<file path="src/rtl/bcd_clk_pkg.sv">
// Shared encodings and constants for the HH:MM:SS digit sequencer.
// Digit indices, modes, sequencer states and BCD limits.
package bcd_clk_pkg;

  localparam int IDX_S0 = 0;
  localparam int IDX_S1 = 1;
  localparam int IDX_M0 = 2;
  localparam int IDX_M1 = 3;
  localparam int IDX_H0 = 4;
  localparam int IDX_H1 = 5;

  typedef enum logic [1:0] {
    MODE_RUN   = 2'b00,
    MODE_SET_H = 2'b01,
    MODE_SET_M = 2'b10
  } mode_e;

  typedef enum logic [1:0] {
    ST_INIT  = 2'b00,
    ST_IDLE  = 2'b01,
    ST_PULSE = 2'b10
  } state_e;

  localparam logic [3:0] BCD_9 = 4'd9;
  localparam logic [3:0] BCD_5 = 4'd5;
  localparam logic [3:0] BCD_2 = 4'd2;
  localparam logic [3:0] BCD_3 = 4'd3;

  // Illegal digit codes take the units-9 wrap path.
  function automatic logic [3:0] bcd_sat(
    input logic [3:0] d
  );
    return (d > BCD_9) ? BCD_9 : d;
  endfunction

  function automatic mode_e next_mode(
    input mode_e m
  );
    mode_e r;
    unique case (m)
      MODE_RUN:   r = MODE_SET_H;
      MODE_SET_H: r = MODE_SET_M;
      default:    r = MODE_RUN;
    endcase
    return r;
  endfunction

endpackage

</file>
<file path="src/rtl/bcd_field_step.sv">
// One-step advance decision for a two-digit BCD field.
// Units always enabled; at max tens (and non-wrapping units) cleared.
module bcd_field_step
  import bcd_clk_pkg::*;
(
  input  logic [3:0] U,
  input  logic [3:0] T,
  input  logic       step_in,
  input  logic [3:0] tens_max,
  input  logic [3:0] units_at_max,
  output logic [1:0] en,
  output logic [1:0] clr_n,
  output logic       carry
);

  logic [3:0] u;
  logic [3:0] t;

  always_comb begin
    u     = bcd_sat(U);
    t     = bcd_sat(T);
    en    = 2'b00;
    clr_n = 2'b11;
    carry = 1'b0;
    if (step_in) begin
      en[0] = 1'b1;
      if (t >= tens_max && u >= units_at_max) begin
        carry    = 1'b1;
        clr_n[1] = 1'b0;
        // A units digit sitting on 9 wraps by itself.
        if (U != BCD_9) clr_n[0] = 1'b0;
      end else if (u == BCD_9) begin
        if (t < tens_max) en[1] = 1'b1;
        else clr_n[1] = 1'b0;
      end
    end
  end

endmodule

</file>
<file path="src/rtl/time_set_ctrl.sv">
// HH:MM:SS sequencer: turns tick/mode/adj events into
// one-cycle per-digit enable and clear pulses.
module time_set_ctrl
  import bcd_clk_pkg::*;
#(
  parameter bit ADJ_CARRY  = 1'b0,
  parameter bit SET_FREEZE = 1'b1
) (
  input  logic       CP,
  input  logic       CR,
  input  logic       tick,
  input  logic       mode,
  input  logic       adj,
  input  logic [3:0] S0,
  input  logic [3:0] S1,
  input  logic [3:0] M0,
  input  logic [3:0] M1,
  input  logic [3:0] H0,
  input  logic [3:0] H1,
  output logic [5:0] EN,
  output logic [5:0] nCLR,
  output logic [1:0] set_mode,
  output logic       busy
);

  state_e state;
  mode_e  mode_q;

  logic run;
  logic ev_mode;
  logic ev_adj;
  logic ev_tick;
  logic s_step;
  logic m_step;
  logic h_step;

  logic [1:0] s_en;
  logic [1:0] s_clr;
  logic [1:0] m_en;
  logic [1:0] m_clr;
  logic [1:0] h_en;
  logic [1:0] h_clr;
  logic       s_carry;
  logic       m_carry;
  logic       h_carry;

  assign set_mode = mode_q;

  // Events are mutually exclusive after priority masking.
  always_comb begin
    run     = (mode_q == MODE_RUN);
    ev_mode = mode;
    ev_adj  = adj & ~run & ~mode;
    ev_tick = tick & (run | ~SET_FREEZE) & ~mode & ~ev_adj;
    s_step  = ev_tick;
    m_step  = (ev_tick & s_carry)
            | (ev_adj & (mode_q == MODE_SET_M));
    h_step  = (ev_tick & m_carry)
            | (ev_adj & (mode_q == MODE_SET_H))
            | (ev_adj & (mode_q == MODE_SET_M)
               & m_carry & ADJ_CARRY);
  end

  bcd_field_step u_sec (
    .U            (S0),
    .T            (S1),
    .step_in      (s_step),
    .tens_max     (BCD_5),
    .units_at_max (BCD_9),
    .en           (s_en),
    .clr_n        (s_clr),
    .carry        (s_carry)
  );

  bcd_field_step u_min (
    .U            (M0),
    .T            (M1),
    .step_in      (m_step),
    .tens_max     (BCD_5),
    .units_at_max (BCD_9),
    .en           (m_en),
    .clr_n        (m_clr),
    .carry        (m_carry)
  );

  bcd_field_step u_hr (
    .U            (H0),
    .T            (H1),
    .step_in      (h_step),
    .tens_max     (BCD_2),
    .units_at_max (BCD_3),
    .en           (h_en),
    .clr_n        (h_clr),
    .carry        (h_carry)
  );

  always_ff @(posedge CP) begin
    if (CR) begin
      state  <= ST_INIT;
      mode_q <= MODE_RUN;
      EN     <= 6'b000000;
      nCLR   <= 6'b000000;
      busy   <= 1'b0;
    end else begin
      EN   <= 6'b000000;
      nCLR <= 6'b111111;
      busy <= 1'b0;
      unique case (state)
        ST_INIT: state <= ST_IDLE;
        ST_IDLE: begin
          if (ev_mode | ev_adj | ev_tick) begin
            state <= ST_PULSE;
            busy  <= 1'b1;
            unique case (1'b1)
              ev_mode: begin
                mode_q <= next_mode(mode_q);
                if (mode_q == MODE_SET_M) begin
                  nCLR[IDX_S0] <= 1'b0;
                  nCLR[IDX_S1] <= 1'b0;
                end
              end
              default: begin
                EN   <= {h_en, m_en, s_en};
                nCLR <= {h_clr, m_clr, s_clr};
              end
            endcase
          end
        end
        ST_PULSE: state <= ST_IDLE;
        default:  state <= ST_INIT;
      endcase
    end
  end

  logic unused_carry;
  assign unused_carry = h_carry;

endmodule

</file>
<file path="config.mk">
export PLATFORM = sky130hd
export DESIGN_NAME = time_set_ctrl
export DESIGN_NICKNAME = d
export VERILOG_FILES = /design/src/rtl/bcd_clk_pkg.sv /design/src/rtl/bcd_field_step.sv /design/src/rtl/time_set_ctrl.sv
export SDC_FILE = /design/constraint.sdc
export NUM_CORES = 1
export LEC_CHECK = 0
export BUFFER_PORTS_ARGS = -buffer_cell sky130_fd_sc_hd__buf_2
export CAP_MARGIN = 20
export CELL_PAD_IN_SITES_DETAIL_PLACEMENT = 1
export CELL_PAD_IN_SITES_GLOBAL_PLACEMENT = 1
export CORE_MARGIN = 4
export CORE_UTILIZATION = 29
export CTS_CLUSTER_SIZE = 16
export DETAILED_ROUTE_END_ITERATION = 10
export HOLD_SLACK_MARGIN = 0.05
export PLACE_DENSITY = 0.88
export SYNTH_ARGS = -nofsm -noshare
export SYNTH_HDL_FRONTEND = slang
export SYNTH_SLANG_ARGS = --single-unit
</file>
<file path="constraint.sdc">
create_clock -name CP -period 1.65 [get_ports CP]
set_input_delay 0.165 -clock CP [delete_from_list [all_inputs] [get_ports CP]]
set_output_delay 0.165 -clock CP [all_outputs]
set_load 0.01 [all_outputs]
</file>
==> results.yml, run 1 <==
logic_synthesis:
  synth-edff-count: 0
  yosys.cell_types.count: 28
  synthTopCellsByArea: "dfxtp_1 47%, nor2_1 4.7%, a21oi_1 4.1%, a2111oi_4 3.8%, or3_1 3.5%"
  syn_inst: 77
  synth_top_area_share_pct: 47.0
  yosys_warnings: 0
  postSynthAreaPerCell_um2: 9.41
  synth_nets: 106
  synth.most_common_cell: "dfxtp_1"
  synth_ff_type: "dfxtp_1"
  synth_top_area_cell: "dfxtp_1"
  async_flop_share_pct: 0
  ys_seq_area_share_pct: 47.0
  ys_ff_latch: 17
  yosys-top-cells-count: "17 x dfxtp_1, 9 x nor2_1, 6 x a21oi_1"
  synthesis.area_um2: 724
route:
  vias_per_cell: 5.13
  routed-via-count: 790
  dr.pass1.iters: 2
  antenna_left: 0
  drc: 0
  postRouteWirelength_um: 2190
  wl_per_cell_um: 14.2
  drt_iter0_drc: 25
power_and_ir_drop:
  p_comb_share_pct: 19.0
  p_int_uw: 594
  ir_worst_vdd_mv: 0.348
  p_sw_share_pct: 26.7
  p_clk_share_pct: 27.1
  netSwitchingPower_uw: 216
  power_density_nw_per_um2: 776
  leakage_nw: 0.464
  p_seq_share_pct: 53.8
critical_path:
  start_kind: "flop"
  timing.rr.end: "EN[3]"
  critPathArrivalTime_ps: 1750
  max_stage_delay_ps: 370
  rrSetupSlack_ps: 130
  crit_buf_inv: 0
  cp_max_fo: 7
  cp_data_required_time_ps: 1880
  worst_path_max_delay_cell: "dfxtp_2"
  endpoint_kind: "flop"
  r2r-start: "set_mode[1]"
  critPathTopFamily: "compound AO/OA/AOI/OAI gates"
  path_depth: 4
  crit_chain: "nor3b_4 > o2111ai_4 > a2111oi_4 > and4_1"
  rr_worst_depth: 4
  crit_type: "reg -> reg"
sta:
  tns_ps: 0
  hold_viol_final: 0
  max_freq_mhz: 658
  rsz0062_at_grt: "false"
  tightest_slew_ps: 401
  fin_crit_sh_pct: 92.1
  setup_viol: 0
  finClkSkew_ps: 4.17
  slew_violations: 0
  fin_crit_ps: 1520
  relSlewSlack_pct: 73.0
min_path:
  holdPathStages: 2
  min_path_type: "in -> reg"
  hold_start: "S1[3]"
  hold_end: "EN[1]"
global_route:
  grt_usage_pct: 13.7
  grt_max_degree: 14
  grt_pass1_vias: 811
  use_met1_pct: 14.2
  grt-ovfl-total: 0
  grt_use_met3_pct: 2.90
  grt_antenna_before_repair: 0
  top_usage_layer: "met2"
  grt_pass1_wl_um: 3540
  met2_usage_pct: 24.2
clocking:
  cts_made_buffers: 3
  cts.path.max_buffers: 2
  clk_latency_ps: 290
  clock-sinks: 17
  cts_tree: "built"
  path_clk_slew_ps: 100
  cts_max_level: 1
  cts-root-buf: "clkbuf_4"
cells_and_area:
  nets: 156
  final_core_util_pct: 45.4
  nFillCells: 283
  layout.cells.non_filler: 154
  drive_above_1_share_pct: 44.4
  areaGrowthSynthToFinish_pct: 44.0
  num_antenna_cells: 0
floorplanning:
  ios: 44
  num_rows: 17
  start_util_pct: 31.5
  die_area_um2: 3360
  fp.dieH_um: 58.0
  core_area_um2: 2300
  die_x_um: 58.0
run:
  maxCapViolations: 0
placed_design:
  dp_hpwl_um: 1780
  place_inst: 150
  port-buffer-count: 42
  gp_congestion: 0.804
outcome:
  status: "complete, no violations"
-- sequential cells by signal, indices dropped and copies added (netlist names) --
| name | cells |
|---|---|
| EN | 6 |
| set_mode | 2 |
| state | 2 |
| nCLR | 6 |
| busy | 1 |
-- cell families after synthesis --
family | after synthesis | share of synthesized area [%]
flip-flops | 17 | 47.0
multiplexers | 1 | 1.38
buffers and inverters | 3 | 1.55
AND/OR/NAND/NOR | 36 | 28.5
AO/OA/AOI/OAI | 20 | 21.6
-- metrics by stage --
| stage | power (mW) | instance area [µm²] | hold WS, ps | setup WS (ps) |
|---|---|---|---|---|
| after floorplan | 0.515 | 724 | 234 | 169 |
| after global placement | 0.588 | 1000 | 362 | 171 |
| after CTS | 0.815 | 1030 | 52.6 | 88.2 |
| final | 0.810 | 1040 | 85.0 | 131 |
| after detailed placement | 0.596 | 1000 | 372 | 124 |
| after global routing | 0.857 | 1040 | 81.2 | 17.4 |
-- repair_timing --
item / 4_1_cts / 5_1_grt
gates resized for setup: 0 / 4
endpoints found under the setup margin: 0 / 3
hold buffers: 0 / 0
hold endpoints to repair: 0 / 0
setup buffers: 0 / 0
-- layer usage --
layer  up-vias  part of all wire (%)  wire length, µm
li1        384                     -                -
met5         -                     0                0
met3         5                   9.2              202
met2        36                    52             1130
met4         0                   2.6               56
met1       365                    37              800
-- final cells by class --
cell class | instances | area (µm²) | share of cell area (%)
Clock buffer | 4 | 26.3 | 2.52
Inverter | 1 | 3.75 | 0.360
Multi-Input combinational cell | 57 | 388 | 37.2
Sequential cell | 17 | 343 | 32.9
Tap cell | 28 | 35.0 | 3.36
Timing Repair Buffer | 47 | 248 | 23.7
-- worst max path at each step --
stage | from | endpoint
floorplan | set_mode[0] | EN[3]
global placement | set_mode[0] | EN[3]
detailed placement | set_mode[0] | EN[3]
CTS | set_mode[0] | EN[3]
global route | set_mode[1] | EN[3]
finish | set_mode[1] | EN[3]
-- cell usage in the layout, fill, tap and decap left out, types with 3 or more instances in the layout --
| cell type | Yosys | routed |
|---|---|---|
| a21oi_1 | 6 | 6 |
| a31oi_1 | 3 | 3 |
| buf_2 | 0 | 42 |
| buf_4 | 0 | 5 |
| clkbuf_4 | 0 | 3 |
| dfxtp_1 | 17 | 15 |
| nand2_1 | 4 | 4 |
| nand3_1 | 4 | 4 |
| nor2_1 | 9 | 9 |
| nor2b_1 | 3 | 3 |
| o21a_1 | 3 | 3 |
| or3_1 | 4 | 4 |
-- power by group through the flow --
| stage | sequential [mW] | clock (mW) | combinational [mW] |
|---|---|---|---|
| after floorplan | 0.452 | 0 | 0.0636 |
| after global placement | 0.445 | 0 | 0.144 |
| after detailed placement | 0.446 | 0 | 0.150 |
| after CTS | 0.436 | 0.228 | 0.151 |
| after global routing | 0.440 | 0.247 | 0.171 |
| final | 0.436 | 0.220 | 0.154 |
Note: power is estimated with default switching activity, not from simulation.
==> run 2, diff against run 1 <==
- BUFFER_PORTS_ARGS: -buffer_cell sky130_fd_sc_hd__buf_2 -> not set
- CORE_UTILIZATION: 29 -> 40
- DONT_BUFFER_PORTS: not set -> 1
- PLACE_DENSITY: 0.88 -> 0.83
==> run 2 against run 1 <==
Combinational power is 27% lower. Count of clock-buffer cells in the layout did not move. Flip-flop and latch count unchanged. Utilization rose by 8.3 points. Global-route usage up 1.6 points. Worst setup slack got worse by 67 ps. Sequential power rose by 1%. Total power is 4.7% lower. Register-to-register slack lost 70 ps. Worst hold slack got worse by 26 ps.
==> results.yml, run 2 (same netlist as run 1, synthesis figures left out) <==
sta:
  fin_crit_ps: 1590
  finClkSkew_ps: 4.29
  hold_viol_final: 0
  rsz0062_at_grt: "true"
  relSlewSlack_pct: 69.4
  max_freq_mhz: 631
  worst_slack_ps: 64.3
  setup_viol: 0
  tightest_slew_ps: 456
  fin_crit_sh_pct: 96.1
  slew_violations: 0
power_and_ir_drop:
  p_total_uw: 772
  leakage_nw: 0.326
  power_density_nw_per_um2: 832
  ir_worst_vdd_mv: 0.423
critical_path:
  crit_type: "reg -> reg"
  crit_chain: "nor3b_4 > o2111ai_4 > a2111oi_4 > and4_1"
  cp_data_required_time_ps: 1880
  cp_max_fo: 5
  critPathTopFamily: "simple AND/OR/NAND/NOR gates"
  critPathArrivalTime_ps: 1820
  endpoint_kind: "flop"
  max_stage_delay_ps: 370
  start_kind: "flop"
  crit_buf_inv: 0
  worst_path_max_delay_cell: "dfxtp_4"
global_route:
  grt-ovfl-total: 0
  grt_antenna_before_repair: 0
  grt_pass1_vias: 684
  grt_usage_pct: 15.3
  grt_pass1_wl_um: 2880
  grt_max_degree: 13
cells_and_area:
  reg_top3: "EN (6), nCLR (6)"
  drive_above_1_share_pct: 16.1
  nFillCells: 216
  nets: 123
  mostFrequentLayoutCell: "dfxtp_1"
  num_antenna_cells: 0
  areaGrowthSynthToFinish_pct: 28.2
  layout.cells.most_common_list: "15 x dfxtp_1, 9 x nor2_1, 9 x dlygate4sd3_1"
floorplanning:
  die_area_um2: 2560
  fp.dieH_um: 50.6
  num_rows: 15
  core_area_um2: 1730
  ios: 44
  start_util_pct: 42.0
  die_x_um: 50.6
placed_design:
  dp_hpwl_um: 1320
  port-buffer-count: 0
  place_ws_ps: 107
  gp_congestion: 0.757
clocking:
  cts_tree: "built"
  clk_latency_ps: 290
  path_clk_slew_ps: 90
  cts_made_buffers: 3
  cts_max_level: 1
  cts.path.max_buffers: 2
  cts-root-buf: "clkbuf_4"
  clock-sinks: 17
route:
  dr.pass1.iters: 3
  postRouteWirelength_um: 2000
  drt_iter0_drc: 3
  vias_per_cell: 5.67
  routed-via-count: 669
  wl_per_cell_um: 17.0
  antenna_left: 0
  drc: 0
outcome:
  status: "complete, no violations"
min_path:
  min_path_type: "in -> reg"
run:
  maxCapViolations: 0
==> run 2: path summary, 6_finish.rpt <==
path              cells past startpoint  slack [ps]        start  endpoint
setup / recovery                      4          60  set_mode[1]     EN[3]
hold / removal                        2          60        H0[3]   nCLR[4]
setup reg to reg                      4          60  set_mode[1]     EN[3]
hold reg to reg                       1         460     state[0]  state[0]
==> run 2: through the flow <==
step                TNS (ps)  instance area, µm²  hold slack (ps)  utilization [%]  std cells
global route           -32.2                 928             52.2             53.8        118
global placement           0                 778              237             45.1        104
detailed placement         0                 778              237             45.1        104
finish                     0                 928             58.7             53.8        118
CTS                        0                 875             51.9             50.7        115
floorplan                  0                 724              234                -         77
==> run 2: power breakdown <==
| part | internal (mW) | leakage [nW] | switching (mW) |
|---|---|---|---|
| combinational | 0.0553 | 0.170 | 0.0571 |
| sequential | 0.426 | 0.141 | 0.0151 |
| clock | 0.0940 | 0.0150 | 0.124 |
==> run 2: repair_timing <==
| item | 4_1_cts | 5_1_grt |
|---|---|---|
| endpoints found under the setup margin | 0 | 1 |
| hold buffers | 7 | 2 |
| resized for setup | 0 | 6 |
| endpoints found under the hold margin | 16 | 1 |
| buffers inserted | 0 | 2 |
==> run 2: worst register-to-register path, cell delays in order, from the launching register on <==
cell and delay (ps):
dfxtp_4 370, nor3b_4 350, o2111ai_4 210, a2111oi_4 350
and4_1 250
==> run 2: per-layer routing <==
layer | global-route usage, % | wire, µm | part of all wire, % | vias to the layer above
met5 | 0 | 0 | 0 | -
met3 | 6.23 | 161 | 8.0 | 6
met1 | 14.5 | 760 | 38 | 314
met2 | 26.5 | 1030 | 51 | 29
met4 | 10.8 | 56 | 2.8 | 0
li1 | - | - | - | 320
==> run 2: area by class of cell <==
| class | count | area [µm²] | area share (%) |
|---|---|---|---|
| clock buffer | 4 | 26.3 | 2.83 |
| inverter | 1 | 3.75 | 0.404 |
| multi-input combinational | 57 | 394 | 42.5 |
| sequential | 17 | 345 | 37.2 |
| tap | 25 | 31.3 | 3.37 |
| timing repair buffer | 14 | 128 | 13.7 |
==> run 3, diff against run 2 <==
- SETUP_SLACK_MARGIN: not set -> 0.5
==> run 3 against run 2 <==
Register-to-register slack improved by 40 ps. Combinational power up 71%. Design area up 24%. Worst setup slack improved by 45 ps. Via count increased by 14%. Total power rose by 14%. Critical path depth increased by 1. Critical path type unchanged. Critical endpoint unchanged. Largest cell class unchanged. Highest routed layer unchanged.
==> results.yml, run 3 (same netlist as run 1, synthesis figures left out) <==
outcome:
  status: "complete, no violations"
sta:
  setup_viol: 0
  max_freq_mhz: 649
  fin_crit_ps: 1540
  slew_violations: 0
  tns_ps: 0
  fin_crit_sh_pct: 93.4
  finClkSkew_ps: 1.18
  hold_slack_ps: 38.4
  hold_viol_final: 0
  relSlewSlack_pct: 58.4
  rsz0062_at_grt: "true"
  tightest_slew_ps: 616
route:
  drt_iter0_drc: 14
  wl_per_cell_um: 22.6
  postRouteWirelength_um: 2920
  antenna_left: 0
  routed-via-count: 764
  dr.pass1.iters: 4
  vias_per_cell: 5.92
  drc: 0
clocking:
  path_clk_slew_ps: 110
  cts_tree: "built"
  cts_max_level: 1
  cts_made_buffers: 3
  clock-sinks: 17
  cts-root-buf: "clkbuf_4"
  cts.path.max_buffers: 2
  clk_latency_ps: 310
cells_and_area:
  areaGrowthSynthToFinish_pct: 59.1
  layout.cells.most_common_list: "13 x dfxtp_1, 10 x buf_4, 9 x dlygate4sd3_1"
  nets: 134
  mostFrequentLayoutCell: "dfxtp_1"
  drive_above_1_share_pct: 44.2
  reg_top3: "EN (6), nCLR (6)"
  num_antenna_cells: 0
global_route:
  grt_usage_pct: 19.3
  grt_pass1_wl_um: 3620
  grt-ovfl-total: 0
  grt_max_degree: 13
  grt_antenna_before_repair: 0
  grt_pass1_vias: 753
floorplanning:
  start_util_pct: 42.0
  die_area_um2: 2560
  core_area_um2: 1730
  die_x_um: 50.6
  num_rows: 15
  fp.dieH_um: 50.6
  ios: 44
placed_design:
  port-buffer-count: 0
  dp_hpwl_um: 1360
  gp_congestion: 0.754
critical_path:
  crit_path_end: "EN[3]"
  cp_max_fo: 4
  crit_type: "reg -> reg"
  timing.rr.end: "EN[3]"
  cp_data_required_time_ps: 1900
  critPathArrivalTime_ps: 1790
  critPathLaunch: "set_mode[0]"
  rr_worst_depth: 5
  start_kind: "flop"
  r2r-start: "set_mode[0]"
  endpoint_kind: "flop"
  rrSetupSlack_ps: 110
power_and_ir_drop:
  leakage_nw: 0.413
  power_density_nw_per_um2: 766
  ir_worst_vdd_mv: 0.632
run:
  maxCapViolations: 0
min_path:
  min_path_type: "in -> reg"
-- run 3: changes by cell type in the layout (fill, tap and decap cells not counted), moves of 2 or more --
cell     before  now
dfxtp_2       1    4
buf_4         5   10
nor4b_1       2    0
dfxtp_1      15   13
nor2b_1       3    1
nor4_2        0    2
nor4_1        2    0
buf_6         0    6
a21oi_1       6    4
-- run 3: worst min-delay path by stage --
stage               startpoint     endpoint  slack (ps)  cells past startpoint
floorplan                   CR      nCLR[0]         230                      1
global placement            CR  set_mode[0]         230                      1
detailed placement          CR  set_mode[0]         230                      1
CTS                      H0[3]      nCLR[4]          50                      2
global route             S0[0]      nCLR[0]          60                      2
finish                   H0[3]      nCLR[4]          40                      2
-- run 3: timing repair --
action                     4_1_cts  5_1_grt
hold endpoints to repair        15        2
buffers inserted                 6        5
setup endpoints to repair       15       17
hold buffers                     7        2
pin swaps                       10        6
resized for setup               17       16
-- run 3: where the power goes --
part	internal [mW]	total [mW]	switching [mW]
sequential	0.429	0.445	0.0167
clock	0.0906	0.247	0.156
combinational	0.0993	0.191	0.0917
total	0.619	0.883	0.264
-- run 3: cell type report --
cell class,instances,area [µm²]
multi-input cells,57,512
repair buffers,25,233
flip-flops and latches,17,345
clock buffers,3,22.5
fillers,184,574
well taps,25,31.3
clock inverters,1,5.00
inverters,1,3.75
-- run 3: layer usage --
metal	part of all wire [%]	vias up	global-route usage (%)
li1	-	342	-
met1	38	369	22.0
met2	51	43	33.9
met3	7.2	10	6.53
met4	4.0	0	5.38
met5	0	-	0
-- run 3: worst max-delay path, cell delays in order, from the launching register on --
cell and delay [ps]:
dfxtp_2 350, nor3b_4 190, buf_6 150, o2111ai_4 140, a2111oi_4 400, and4_1 260
-- run 3: through the flow --
step / cells / setup slack, ps / total power [mW] / instance area [µm²] / util [%]
finish: 129 / 109 / 0.883 / 1150 / 66.7
global route: 129 / 26.3 / 0.913 / 1150 / 66.7
CTS: 122 / 191 / 0.813 / 1010 / 58.6
detailed placement: 105 / 51.8 / 0.537 / 793 / 45.9
global placement: 105 / 152 / 0.533 / 793 / 45.9
floorplan: 77 / 230 / 0.517 / 732 / -
